**config.mk**
```make
export PLATFORM = sky130hd
export DESIGN_NAME = cnn_result_tx
export DESIGN_NICKNAME = d
export VERILOG_FILES = /design/src/rtl/cnn_pkg.sv /design/src/rtl/cnn_tx_fifo.sv /design/src/rtl/cnn_result_tx.sv
export SDC_FILE = /design/constraint.sdc
export NUM_CORES = 1
export LEC_CHECK = 0
export ABC_AREA = 1
export CORE_MARGIN = 1
export CORE_UTILIZATION = 57
export DETAILED_ROUTE_END_ITERATION = 16
export PLACE_DENSITY = 0.75
export SYNTH_ARGS = -nofsm -noshare
export SYNTH_HDL_FRONTEND = slang
export SYNTH_SLANG_ARGS = --single-unit
```
**constraint.sdc**
```tcl
create_clock -name clk -period 2.3 [get_ports clk]
set_input_delay 0.345 -clock clk [delete_from_list [all_inputs] [get_ports clk]]
set_output_delay 0.345 -clock clk [all_outputs]
set_load 0.05 [all_outputs]
```
**src/rtl/cnn_pkg.sv**
```systemverilog
// Shared types and constants for the CNN result transmit path.
//   tx_state_t   : transmit FSM encoding (HDR used only when CNN_RESULT_TX_HDR_EN is defined)
//   HDR_BYTE     : frame header byte sent ahead of each frame in the header build
//   frame_bytes  : bytes needed to carry one w x h result frame, one bit per window
package cnn_pkg;

  typedef enum logic [1:0] {
    IDLE,
    LOAD,
    WAIT,
    HDR
  } tx_state_t;

  localparam logic [7:0] HDR_BYTE = 8'hA5;

  function automatic int unsigned frame_bytes(input int unsigned w, input int unsigned h);
    return (w * h + 7) / 8;
  endfunction

endpackage

```
**src/rtl/cnn_tx_fifo.sv**
```systemverilog
// Synchronous FIFO used to buffer packed result bytes ahead of the UART.
// Ports:
//   clk, rst (async, active-high), clr (sync flush)
//   push/din   : write side; a push while full is dropped
//   pop/dout   : read side; dout shows the head entry combinationally
//   full/empty : occupancy flags
module cnn_tx_fifo #(
  parameter int unsigned WIDTH = 9,
  parameter int unsigned DEPTH = 4
) (
  input  logic             clk,
  input  logic             rst,
  input  logic             clr,
  input  logic             push,
  input  logic [WIDTH-1:0] din,
  input  logic             pop,
  output logic [WIDTH-1:0] dout,
  output logic             full,
  output logic             empty
);

  localparam int unsigned AW = $clog2(DEPTH);

  logic [WIDTH-1:0] mem [DEPTH];
  // Pointers carry one extra wrap bit to tell full from empty.
  logic [AW:0]      wr_ptr;
  logic [AW:0]      rd_ptr;
  logic             do_push;
  logic             do_pop;

  assign do_push = push && !full;
  assign do_pop  = pop && !empty;

  always_ff @(posedge clk or posedge rst) begin
    if (rst) begin
      wr_ptr <= '0;
      rd_ptr <= '0;
    end else if (clr) begin
      wr_ptr <= '0;
      rd_ptr <= '0;
    end else begin
      if (do_push) wr_ptr <= wr_ptr + (AW+1)'(1);
      if (do_pop)  rd_ptr <= rd_ptr + (AW+1)'(1);
    end
  end

  always_ff @(posedge clk) begin
    if (do_push) mem[wr_ptr[AW-1:0]] <= din;
  end

  assign dout  = mem[rd_ptr[AW-1:0]];
  assign empty = (wr_ptr == rd_ptr);
  assign full  = (wr_ptr[AW] != rd_ptr[AW]) && (wr_ptr[AW-1:0] == rd_ptr[AW-1:0]);

endmodule

```
**src/rtl/cnn_result_tx.sv**
```systemverilog
// Packs the CNN core's 1-bit-per-window result stream LSB-first into bytes,
// buffers them, and hands them to the UART transmitter one at a time.
// Build option: CNN_RESULT_TX_HDR_EN prefixes every frame with HDR_BYTE.
// Ports:
//   clk, rst (async, active-high), clr (sync flush of packer/counters/FIFO)
//   bit_vld/bit_in/bit_rdy : result-bit input handshake
//   trmt/tx_data/tx_done   : UART transmit handshake (trmt one-cycle pulse)
//   frame_done             : one-cycle pulse after the last byte of a frame completes
module cnn_result_tx
  import cnn_pkg::*;
#(
  parameter int unsigned MAP_W      = 26,
  parameter int unsigned MAP_H      = 26,
  parameter int unsigned FIFO_DEPTH = 4
) (
  input  logic       clk,
  input  logic       rst,
  input  logic       clr,
  input  logic       bit_vld,
  input  logic       bit_in,
  output logic       bit_rdy,
  output logic       trmt,
  output logic [7:0] tx_data,
  input  logic       tx_done,
  output logic       frame_done
);

  localparam logic [9:0] LAST_IDX = 10'(MAP_W * MAP_H - 1);

  logic [7:0] pack;
  logic [2:0] cnt_8;
  logic [9:0] bit_cnt;
  logic       accept;
  logic       last_bit;
  logic       push;
  logic       pop;
  logic [7:0] byte_w;
  logic [8:0] fifo_dout;
  logic       fifo_full;
  logic       fifo_empty;
  tx_state_t  state;
  logic       last_q;
`ifdef CNN_RESULT_TX_HDR_EN
  logic       first_q;
`endif

  assign bit_rdy  = !rst && !fifo_full;
  assign accept   = bit_vld && bit_rdy && !clr;
  assign last_bit = (bit_cnt == LAST_IDX);
  assign push     = accept && ((cnt_8 == 3'd7) || last_bit);
  assign pop      = (state == LOAD);

  // Byte as it would stand with the current bit merged in; bits above the
  // current slot are forced to zero so a short final byte is zero-padded.
  always_comb begin
    byte_w         = pack;
    byte_w[cnt_8]  = bit_in;
    for (int unsigned i = 0; i < 8; i++) begin
      if (i > {29'd0, cnt_8}) byte_w[i] = 1'b0;
    end
  end

  always_ff @(posedge clk or posedge rst) begin
    if (rst) begin
      pack    <= '0;
      cnt_8   <= '0;
      bit_cnt <= '0;
    end else if (clr) begin
      pack    <= '0;
      cnt_8   <= '0;
      bit_cnt <= '0;
    end else if (accept) begin
      if (push) begin
        pack  <= '0;
        cnt_8 <= '0;
      end else begin
        pack[cnt_8] <= bit_in;
        cnt_8       <= cnt_8 + 3'd1;
      end
      bit_cnt <= last_bit ? '0 : bit_cnt + 10'd1;
    end
  end

  cnn_tx_fifo #(
    .WIDTH (9),
    .DEPTH (FIFO_DEPTH)
  ) u_fifo (
    .clk   (clk),
    .rst   (rst),
    .clr   (clr),
    .push  (push),
    .din   ({last_bit, byte_w}),
    .pop   (pop),
    .dout  (fifo_dout),
    .full  (fifo_full),
    .empty (fifo_empty)
  );

  // tx_data is captured on the IDLE exit so it is already valid while trmt is
  // high; the head entry cannot change before the LOAD-cycle pop, so this is
  // the same value a LOAD-time capture would hold through WAIT.
  always_ff @(posedge clk or posedge rst) begin
    if (rst) begin
      state      <= IDLE;
      trmt       <= 1'b0;
      tx_data    <= '0;
      frame_done <= 1'b0;
      last_q     <= 1'b0;
`ifdef CNN_RESULT_TX_HDR_EN
      first_q    <= 1'b1;
`endif
    end else begin
      trmt       <= 1'b0;
      frame_done <= 1'b0;
      case (state)
        IDLE: begin
          if (!fifo_empty && !clr) begin
            trmt <= 1'b1;
`ifdef CNN_RESULT_TX_HDR_EN
            if (first_q) begin
              state   <= HDR;
              tx_data <= HDR_BYTE;
            end else begin
              state   <= LOAD;
              tx_data <= fifo_dout[7:0];
            end
`else
            state   <= LOAD;
            tx_data <= fifo_dout[7:0];
`endif
          end
        end
        LOAD: begin
          last_q <= fifo_dout[8] && !clr;
          state  <= WAIT;
        end
`ifdef CNN_RESULT_TX_HDR_EN
        HDR: begin
          last_q  <= 1'b0;
          first_q <= 1'b0;
          state   <= WAIT;
        end
`endif
        WAIT: begin
          // A flushed frame must not report completion for its in-flight byte.
          if (clr) last_q <= 1'b0;
          if (tx_done) begin
            frame_done <= last_q && !clr;
            state      <= IDLE;
          end
        end
        default: state <= IDLE;
      endcase
`ifdef CNN_RESULT_TX_HDR_EN
      if (clr || (state == WAIT && tx_done && last_q)) first_q <= 1'b1;
`endif
    end
  end

endmodule
```
==> summary.md, run 1 <==
| Metric | Value |
|---|---|
| Top cells by area, synth | edfxtp_1 (31%), dfrtp_1 (28%), nand2_1 (7.4%) |
| Root Buffer | clkbuf_8 |
| PortBufs | 16 |
| Die H | 80.7 µm |
| Peak supply drop | 0.722 mV |
| Clk_skew | 0.0121 ns |
| Pwr Density | 886 nW/µm² |
| Ys flop type | dfrtp_1 |
| Setup Buffers After CTS | 0 |
| Clock Path Buffers | 2 |
| Nets | 403 |
| Commonest non-fill, non-tap cell in the layout | nand2_1 |
| Worst-Skew Late Latency | 0.35 ns |
| Leak | 1.66 nW |
| Final setup viols | 0 |
| Die width | 80.7 µm |
| Clk sinks | 76 |
| Htree depth | 3 |
| Setup TNS | 0 ns |
| Synth top area share | 30.6% |
| Final Power | 3.54 mW |
| Largest area contributor in the netlist | edfxtp_1 |
| Worst reg2reg path endpoint | u_fifo.mem[3][8]$_DFFE_PP_ |
| Critical Path Start Type | register |
| Post-synth EDFFs | 36 |
| Vias | 2516 |
| R2R Setup Slk | 0.25 ns |
| Fmax | 480 MHz |
| CTS Buf Count | 9 |
| FP Rows | 28 |
| All-layer global routing usage | 23.7% |
| Fraction of layout cells with a size suffix above 1 | 8.93% |
| Syn Area/Cell | 9.79 µm² |
| First-pass DRT Iterations | 4 |
| Ys async rst share | 52.6% |
| Max Transition Viols Final | 0 |
| HPWL Detailed | 4790 µm |
| Pin count of the biggest net entering global routing | 25 |
| Congestion Overflow GR | 0 |
| Crit path max fanout | 12 |
| Remaining antenna violation count | 0 |
| Ant. Diodes | 0 |
| Cts hold-fix bufs | 0 |
| Most frequent cells in the layout | nand2_1 (70), o21ai_0 (50), dfrtp_1 (40) |
| Global-route wire length before repair | 11500 µm |
| Unrepaired setup endpoints after global routing | no |
| Hold/Removal Path Class | in2async |
| Post-synth cell types | 30 |
| WP data arrival | 1.74 ns |
| DIE AREA | 6520 µm² |
| Final number of hold-violating endpoints | 0 |
| Crit end category | primary output |
| Synth Cell Area | 3530 µm² |
| Gpl congestion | 0.804 |
| CTS resizes | 0 |
| R2R depth | 9 |
| First-iteration detailed-routing DRC count | 125 |
| Max_cap viols | 0 |
| Initial antenna violation count | 0 |
| # DRC | 0 |
| Layout area overhead | 13.0% |
| Worst-margin pin slew | 0.564 ns |
| Number of fill cells in the layout | 485 |
| Number of synthesized register bits | 76 |
| Total core area | 5960 µm² |
| Final WL | 6790 µm |
| Initial Utilization | 59.3% |
| DR WL/cell | 14.5 µm |
| Vias in the first global route | 2439 |
| Sequential area share after synthesis | 58.9% |
| Reg clk slew, reported paths | 0.09 ns |
| Final core occ | 67.0% |
| Crit Reg-Reg Startpoint | u_fifo.rd_ptr[1]$_DFFE_PP0P_ |
| Number of I/O pins | 17 |
| Crit share post-route | 90.5% |
| Mapped Cells | 361 |
| Crit path time final | 2.08 ns |
| Critical path class | reg2out |
| Syn Nets | 377 |
| Relative slew slack | 62.4% |
| CP required | 1.96 ns |
| Outcome | completed |
| Synth warn | 0 |
| DR vias/cell | 5.39 |
| CTS tree | built |
==> synth_stat cells, types with 2 or more instances <==
| cell type | n |
|---|---|
| xor2_1 | 8 |
| nor3_1 | 5 |
| inv_1 | 35 |
| o21ai_0 | 50 |
| nor2_1 | 36 |
| nand4_1 | 4 |
| buf_4 | 2 |
| o22ai_1 | 9 |
| nand3b_1 | 5 |
| edfxtp_1 | 36 |
| dfrtp_1 | 40 |
| nand2_1 | 70 |
| inv_2 | 2 |
| buf_2 | 3 |
| ha_1 | 10 |
| o21ai_1 | 3 |
| a21oi_1 | 3 |
| buf_6 | 2 |
| nand3_1 | 23 |
| clkbuf_1 | 5 |
==> state kept, by name, indices dropped and copies added (netlist names) <==
name / count
frame_done: 1
u_fifo.wr_ptr: 3
trmt: 1
pack: 8
u_fifo.rd_ptr: 3
last_q: 1
state: 2
bit_cnt: 10
tx_data: 8
u_fifo.mem: 36
cnt_8: 3
==> worst max-delay path, cell delays in order (launching register included) <==
cell and delay (ns):
dfrtp_1 0.52, inv_1 0.27, nand2_1 0.08, nand2_1 0.10, nand3_2 0.11, nand2_1 0.08, inv_1 0.04, buf_4 0.18
==> worst max path at each step <==
stage                                  from                    endpoint
6_report       u_fifo.rd_ptr[1]$_DFFE_PP0P_                     bit_rdy
5_1_grt        u_fifo.rd_ptr[1]$_DFFE_PP0P_  u_fifo.mem[3][8]$_DFFE_PP_
2_1_floorplan        bit_cnt[0]$_DFFE_PP0P_  u_fifo.mem[0][0]$_DFFE_PP_
3_3_place_gp         bit_cnt[0]$_DFFE_PP0P_  u_fifo.mem[2][2]$_DFFE_PP_
3_5_place_dp   u_fifo.rd_ptr[1]$_DFFE_PP0P_  u_fifo.mem[3][5]$_DFFE_PP_
4_1_cts        u_fifo.rd_ptr[1]$_DFFE_PP0P_                     bit_rdy
==> stage by stage <==
| step | hold slack (ns) | setup WS (ns) | instances | cell area [µm²] |
|---|---|---|---|---|
| 4_1_cts | 0.445 | 0.225 | 467 | 3990 |
| 5_1_grt | 0.465 | 0.117 | 467 | 3990 |
| 6_report | 0.445 | 0.218 | 467 | 3990 |
| 2_1_floorplan | 0.344 | 0.209 | 361 | 3540 |
| 3_3_place_gp | 0.459 | 0.432 | 451 | 3800 |
| 3_5_place_dp | 0.465 | 0.297 | 451 | 3800 |
==> where the power goes <==
part	total [mW]	switching, mW	internal, mW
registers	1.62	0.0845	1.53
clock network	0.997	0.495	0.502
logic	0.924	0.630	0.294
total	3.54	1.21	2.33
==> layer usage <==
layer | part of all wire [%] | GRT usage, %
met5 | 0 | 0
met4 | 1.9 | 10.0
met3 | 2.8 | 3.48
met2 | 47 | 38.2
met1 | 48 | 32.3
==> cell type report <==
cell class	instances	area, µm²	share of cell area, %
clock buffer	10	128	3.20
clock inverter	6	63.8	1.60
inverter	38	146	3.67
multi-input combinational	235	1240	31.0
sequential	76	2080	52.1
tap	75	93.8	2.35
timing repair buffer	27	240	6.02
==> cell families (layout without fill, tap and decap cells) <==
family | after synthesis | in the layout | share of synthesized area (%)
AND/OR/NAND/NOR | 148 | 148 | 18.8
flip-flops | 76 | 76 | 58.9
AO/OA/AOI/OAI | 67 | 67 | 9.98
buffers and inverters | 50 | 81 | 6.05
adder cells (fa/ha/maj) | 10 | 10 | 3.54
XOR/XNOR | 10 | 10 | 2.69
No activity file was read; power rests on OpenSTA's default activity.
==> inputs of run 2 (changes only) <==
--- a/config.mk
+++ b/config.mk
@@ -10,6 +10,8 @@
 export CORE_UTILIZATION = 57
 export DETAILED_ROUTE_END_ITERATION = 16
 export PLACE_DENSITY = 0.75
+export SKIP_LAST_GASP = 1
 export SYNTH_ARGS = -nofsm -noshare
 export SYNTH_HDL_FRONTEND = slang
+export SYNTH_HIERARCHICAL = 1
 export SYNTH_SLANG_ARGS = --single-unit
==> summary.md, run 2 <==
| Metric | Value |
|---|---|
| Final number of hold-violating endpoints | 0 |
| Unrepaired setup endpoints after global routing | yes |
| WP data arrival | 2.17 ns |
| Final WL | 6840 µm |
| Global-route wire length before repair | 11500 µm |
| Most frequent cells in the layout | nand2_1 (93), dfrtp_1 (40), edfxtp_1 (36) |
| Max_cap viols | 0 |
| Cts hold-fix bufs | 0 |
| Simple-Gate Fraction of Synth Area | 22.8% |
| Relative slew slack | 64.9% |
| Critical path class | reg2reg |
| Layout area overhead | 13.6% |
| Top-count cell post-synth | nand2_1 |
| Largest area contributor in the netlist | edfxtp_1 |
| Ys async rst share | 52.6% |
| Reg clk slew, reported paths | 0.08 ns |
| Clk sinks | 76 |
| Number of I/O pins | 17 |
| P_sw | 0.586 mW |
| Clk_skew | 0.00548 ns |
| Pwr Density | 614 nW/µm² |
| Initial antenna violation count | 0 |
| Reg power frac | 56.1% |
| Critical Path Start Type | register |
| Synth warn | 6 |
| CP required | 2.30 ns |
| Vias in the first global route | 2490 |
| Clock network power share | 40.1% |
| Congestion Overflow GR | 0 |
| Htree depth | 3 |
| Mux cell area share after synthesis | 0% |
| First-iteration detailed-routing DRC count | 137 |
| Total core area | 6060 µm² |
| Final Power | 2.54 mW |
| CTS Buf Count | 9 |
| Pin count of the biggest net entering global routing | 22 |
| CP top delay family | simple AND/OR/NAND/NOR gates |
| Crit end category | register |
| CP max stage cell | dfrtp_1 |
| Top cells by area, synth | edfxtp_1 (30%), dfrtp_1 (27%), nand2_1 (9.6%) |
| Placed insts | 474 |
| DIE AREA | 6720 µm² |
| Post-synth cell types | 32 |
| Syn Area/Cell | 9.58 µm² |
| Top post-synthesis cells by count | nand2_1 (93), dfrtp_1 (40), edfxtp_1 (36), nor2_1 (36), inv_1 (34) |
| DR WL/cell | 14.0 µm |
| Die width | 82.0 µm |
| Vias | 2682 |
| Die H | 82.0 µm |
| Peak supply drop | 0.423 mV |
| Complex-gate fraction of the synthesized area | 8.54% |
| Fmax | 460 MHz |
| Max stage delay on crit path | 0.42 ns |
| Adder-Cell Fraction of Synth Area | 3.43% |
| Clock Path Buffers | 2 |
| Leak | 1.78 nW |
| Initial Utilization | 60.2% |
| Commonest non-fill, non-tap cell in the layout | nand2_1 |
| Gpl congestion | 0.856 |
| Final setup viols | 0 |
| Crit path max fanout | 9 |
| Ant. Diodes | 0 |
| PortBufs | 16 |
| Hold/Removal Path Class | in2async |
| Int Power | 1.96 mW |
| HPWL Detailed | 4900 µm |
| Crit share post-route | 94.6% |
| DR vias/cell | 5.47 |
| Worst Path Buf+Inv | 2 |
| CTS tree | built |
| Number of synthesized register bits | 76 |
| Worst-Skew Late Latency | 0.35 ns |
| Nets | 426 |
| Post-synthesis xor/xnor area fraction | 1.89% |
| Mapped Cells | 381 |
| Min Hold Slack | 0.326 ns |
| FP Rows | 28 |
| Sequential area share after synthesis | 57.1% |
| Max Transition Viols Final | 0 |
| Finished Layout Cells | 490 |
| Post-synth EDFFs | 36 |
| All-layer global routing usage | 23.3% |
| Max reg flops | 36 |
| Fraction of layout cells with a size suffix above 1 | 13.7% |
| Combinational fraction of design power | 3.8% |
| Switching part of the total | 23.0% |
| Remaining antenna violation count | 0 |
| Number of fill cells in the layout | 470 |
| Final core occ | 68.4% |
| Syn Nets | 397 |
| Synth top area share | 29.6% |
| # DRC | 0 |
| First-pass DRT Iterations | 5 |
| Outcome | completed |
| Synth Cell Area | 3650 µm² |
| Root Buffer | clkbuf_8 |
| Crit-path cells | inv_1 -> nand2_2 -> nand2_2 -> nand3_2 -> inv_1 -> nor2_4 -> nand2_4 -> nor2_8 -> a21boi_2 -> nand2_4 -> nor2_2 |
| Largest family of logic cells by synthesized area | simple AND/OR/NAND/NOR gates |
| Worst-margin pin slew | 0.526 ns |
| Crit path time final | 2.18 ns |
| Ys flop type | dfrtp_1 |
-- run 2: kinds of logic after synthesis --
logic type / Yosys count
xor gates and xnor gates: 7
and+or+nand+nor: 179
AOI/OAI and AO/OA: 58
adders and majority gates: 10
buffers and inverters: 51
DFF: 76
-- run 2: timing repair --
action,in CTS,in global routing
gates resized for setup,0,0
endpoints found under the hold margin,0,0
endpoints found under the setup margin,0,27
buffers inserted,0,0
-- run 2: routing by layer --
metal / vias to the layer above / GRT usage (%) / wire (µm)
met5: - / 0 / 0
met4: 0 / 10.9 / 137
met3: 12 / 4.56 / 376
met2: 91 / 37.4 / 3210
met1: 1256 / 30.5 / 3110
li1: 1323 / - / -
-- run 2: cell type report --
cell class              instances  area [µm²]  share of cell area, %
repair buffers                 28         260                   6.28
clock inverters                 7        76.3                   1.84
well taps                      75        93.8                   2.26
flip-flops and latches         76        2080                   50.2
clock buffers                   9         124                   2.99
inverters                      41         156                   3.77
multi-input cells             254        1350                   32.6
-- run 2: power groups by stage --
stage	registers [mW]	logic [mW]	clock network, mW
6_report	1.43	0.0960	1.02
4_1_cts	1.43	0.0976	1.04
5_1_grt	1.43	0.108	1.08
2_1_floorplan	1.45	0.0607	0
3_5_place_dp	1.46	0.0972	0
3_3_place_gp	1.46	0.0956	0
-- run 2: stage by stage --
stage	area [µm²]	setup WS (ns)	setup TNS (ns)
2_1_floorplan	3660	-0.0820	-2.95
3_3_place_gp	3950	0.107	0
3_5_place_dp	3950	0.0348	0
4_1_cts	4150	0.109	0
5_1_grt	4150	-0.0409	-0.701
6_report	4150	0.125	0
-- run 2: final timing paths --
path                                                end                         start  slack [ns]  cells after the start
max reg2reg                  u_fifo/mem[1][6]$_DFFE_PP_  u_fifo/wr_ptr[1]$_DFFE_PP0P_        0.12                     11
min in group clk                 tx_data[3]$_DFFE_PP0P_        tx_data[3]$_DFFE_PP0P_        0.48                      2
min reg2reg                      tx_data[3]$_DFFE_PP0P_        tx_data[3]$_DFFE_PP0P_        0.48                      2
max                          u_fifo/mem[1][6]$_DFFE_PP_  u_fifo/wr_ptr[1]$_DFFE_PP0P_        0.12                     11
max in group asynchronous        tx_data[7]$_DFFE_PP0P_                           rst        1.32                      3
min                        u_fifo/rd_ptr[1]$_DFFE_PP0P_                           rst        0.33                      2
==> inputs of run 3 (changes only) <==
--- a/config.mk
+++ b/config.mk
@@ -7,9 +7,10 @@
 export LEC_CHECK = 0
 export ABC_AREA = 1
 export CORE_MARGIN = 1
-export CORE_UTILIZATION = 57
+export CORE_UTILIZATION = 45
 export DETAILED_ROUTE_END_ITERATION = 16
-export PLACE_DENSITY = 0.75
+export PLACE_DENSITY = 0.61
+export SKIP_CTS_REPAIR_TIMING = 1
 export SKIP_LAST_GASP = 1
 export SYNTH_ARGS = -nofsm -noshare
 export SYNTH_HDL_FRONTEND = slang
==> summary.md, run 3 (synthesis results as in run 2) <==
| Metric | Value |
|---|---|
| Layout area overhead | 15.0% |
| Initial Utilization | 47.0% |
| Critical Path Start Type | register |
| Vias in the first global route | 2440 |
| CP required | 2.35 ns |
| R2R Setup Slk | 0.25 ns |
| Crit-path cells | inv_1 -> nand2_2 -> nand2_2 -> nand3_2 -> inv_1 -> nor2_4 -> nand2_4 -> nor2_8 -> a21boi_2 -> nand2_4 -> nor2_2 -> buf_4 |
| Vias | 2588 |
| CTS tree | built |
| DR vias/cell | 4.97 |
| Crit Reg-Reg Startpoint | u_fifo/wr_ptr[1]$_DFFE_PP0P_ |
| Clock Path Buffers | 2 |
| Pre-CTS setup slack | 0.00796 ns |
| Critical path class | reg2reg |
| Worst-Skew Late Latency | 0.35 ns |
| Relative slew slack | 65.2% |
| # DRC | 0 |
| Max Transition Viols Final | 0 |
| Ant. Diodes | 0 |
| HPWL Detailed | 5020 µm |
| Crit share post-route | 89.2% |
| CTS Buf Count | 9 |
| Final number of hold-violating endpoints | 0 |
| CP max stage cell | dfrtp_1 |
| DIE AREA | 8470 µm² |
| Outcome | completed |
| Placed insts | 505 |
| Global-route wire length before repair | 12000 µm |
| Worst reg2reg path endpoint | u_fifo/mem[3][0]$_DFFE_PP_ |
| WP data arrival | 2.11 ns |
| Fmax | 487 MHz |
| Worst-margin pin slew | 0.521 ns |
| Gpl congestion | 0.819 |
| Nets | 430 |
| All-layer global routing usage | 18.3% |
| PortBufs | 16 |
| First-iteration detailed-routing DRC count | 157 |
| Unrepaired setup endpoints after global routing | no |
| Final WL | 6960 µm |
| Fraction of layout cells with a size suffix above 1 | 14.6% |
| DR WL/cell | 13.4 µm |
| Leak | 1.79 nW |
| Crit end category | register |
| First-pass DRT Iterations | 5 |
| Initial antenna violation count | 0 |
| Peak supply drop | 0.280 mV |
| Final core occ | 54.0% |
| Hold/Removal Path Class | in2async |
| Clk_skew | 0.0143 ns |
| Total core area | 7770 µm² |
| Root Buffer | clkbuf_8 |
| Congestion Overflow GR | 0 |
| Crit path max fanout | 9 |
| Pwr Density | 588 nW/µm² |
| Max stage delay on crit path | 0.42 ns |
| Reg clk slew, reported paths | 0.09 ns |
| Final Instance Area | 4200 µm² |
| Most frequent cells in the layout | nand2_1 (93), dfrtp_1 (40), edfxtp_1 (36) |
| Commonest non-fill, non-tap cell in the layout | nand2_1 |
| R2R depth | 12 |
| Die width | 92.0 µm |
| Min Hold Slack | 0.319 ns |
| DP Area | 4010 µm² |
| Number of I/O pins | 17 |
| Pin count of the biggest net entering global routing | 22 |
| Max reg flops | 36 |
| Clk sinks | 76 |
| Worst Slack Setup Final | 0.248 ns |
| Finished Layout Cells | 521 |
| Htree depth | 3 |
| Crit path time final | 2.05 ns |
| Max_cap viols | 0 |
| FP Rows | 32 |
| Final setup viols | 0 |
| Remaining antenna violation count | 0 |
| Die H | 92.0 µm |
run 3: worst max path at each step:
| stage | startpoint | to | slack [ns] | cells past startpoint |
|---|---|---|---|---|
| after floorplan | u_fifo/wr_ptr[1]$_DFFE_PP0P_ | u_fifo/mem[3][0]$_DFFE_PP_ | -0.08 | 11 |
| after global placement | rst | u_fifo/mem[1][4]$_DFFE_PP_ | 0.1 | 7 |
| after detailed placement | rst | u_fifo/mem[1][5]$_DFFE_PP_ | 0.008 | 7 |
| after CTS | u_fifo/wr_ptr[1]$_DFFE_PP0P_ | u_fifo/mem[1][0]$_DFFE_PP_ | 0.08 | 11 |
| after global routing | u_fifo/wr_ptr[1]$_DFFE_PP0P_ | u_fifo/mem[3][0]$_DFFE_PP_ | 0.06 | 12 |
| final | u_fifo/wr_ptr[1]$_DFFE_PP0P_ | u_fifo/mem[3][0]$_DFFE_PP_ | 0.25 | 12 |
run 3: power breakdown:
part	internal (mW)	leakage [nW]	switching, mW
combinational	0.0315	0.833	0.0666
sequential	1.42	0.871	0.00427
clock	0.406	0.0868	0.537
total	1.86	1.79	0.608
run 3: layout make-up:
| class | count | area [µm²] |
|---|---|---|
| multi-input combinational | 254 | 1360 |
| tap | 102 | 128 |
| sequential | 76 | 2080 |
| fill | 670 | 3570 |
| clock inverter | 7 | 58.8 |
| clock buffer | 9 | 124 |
| inverter | 41 | 156 |
| timing repair buffer | 32 | 290 |
run 3: critical path: cells and delay by family (launching register included):
| family | cells | cell delay [ns] |
|---|---|---|
| AOI/OAI and AO/OA | 1 | 0.23 |
| buffers and inverters | 3 | 0.35 |
| DFF | 1 | 0.42 |
| and+or+nand+nor | 8 | 0.74 |
run 3: per-layer routing:
metal / vias to the layer above / part of all wire (%) / GRT usage (%)
met5: - / 0 / 0
li1: 1345 / - / -
met2: 38 / 45 / 27.1
met1: 1198 / 51 / 26.9
met3: 7 / 3.2 / 2.74
met4: 0 / 1.3 / 7.42
run 3: per-stage QoR:
step           power, mW  TNS (ns)
6_report            2.47         0
5_1_grt             2.57         0
4_1_cts             2.50         0
3_5_place_dp        1.55         0
3_3_place_gp        1.55         0
2_1_floorplan       1.52     -2.95
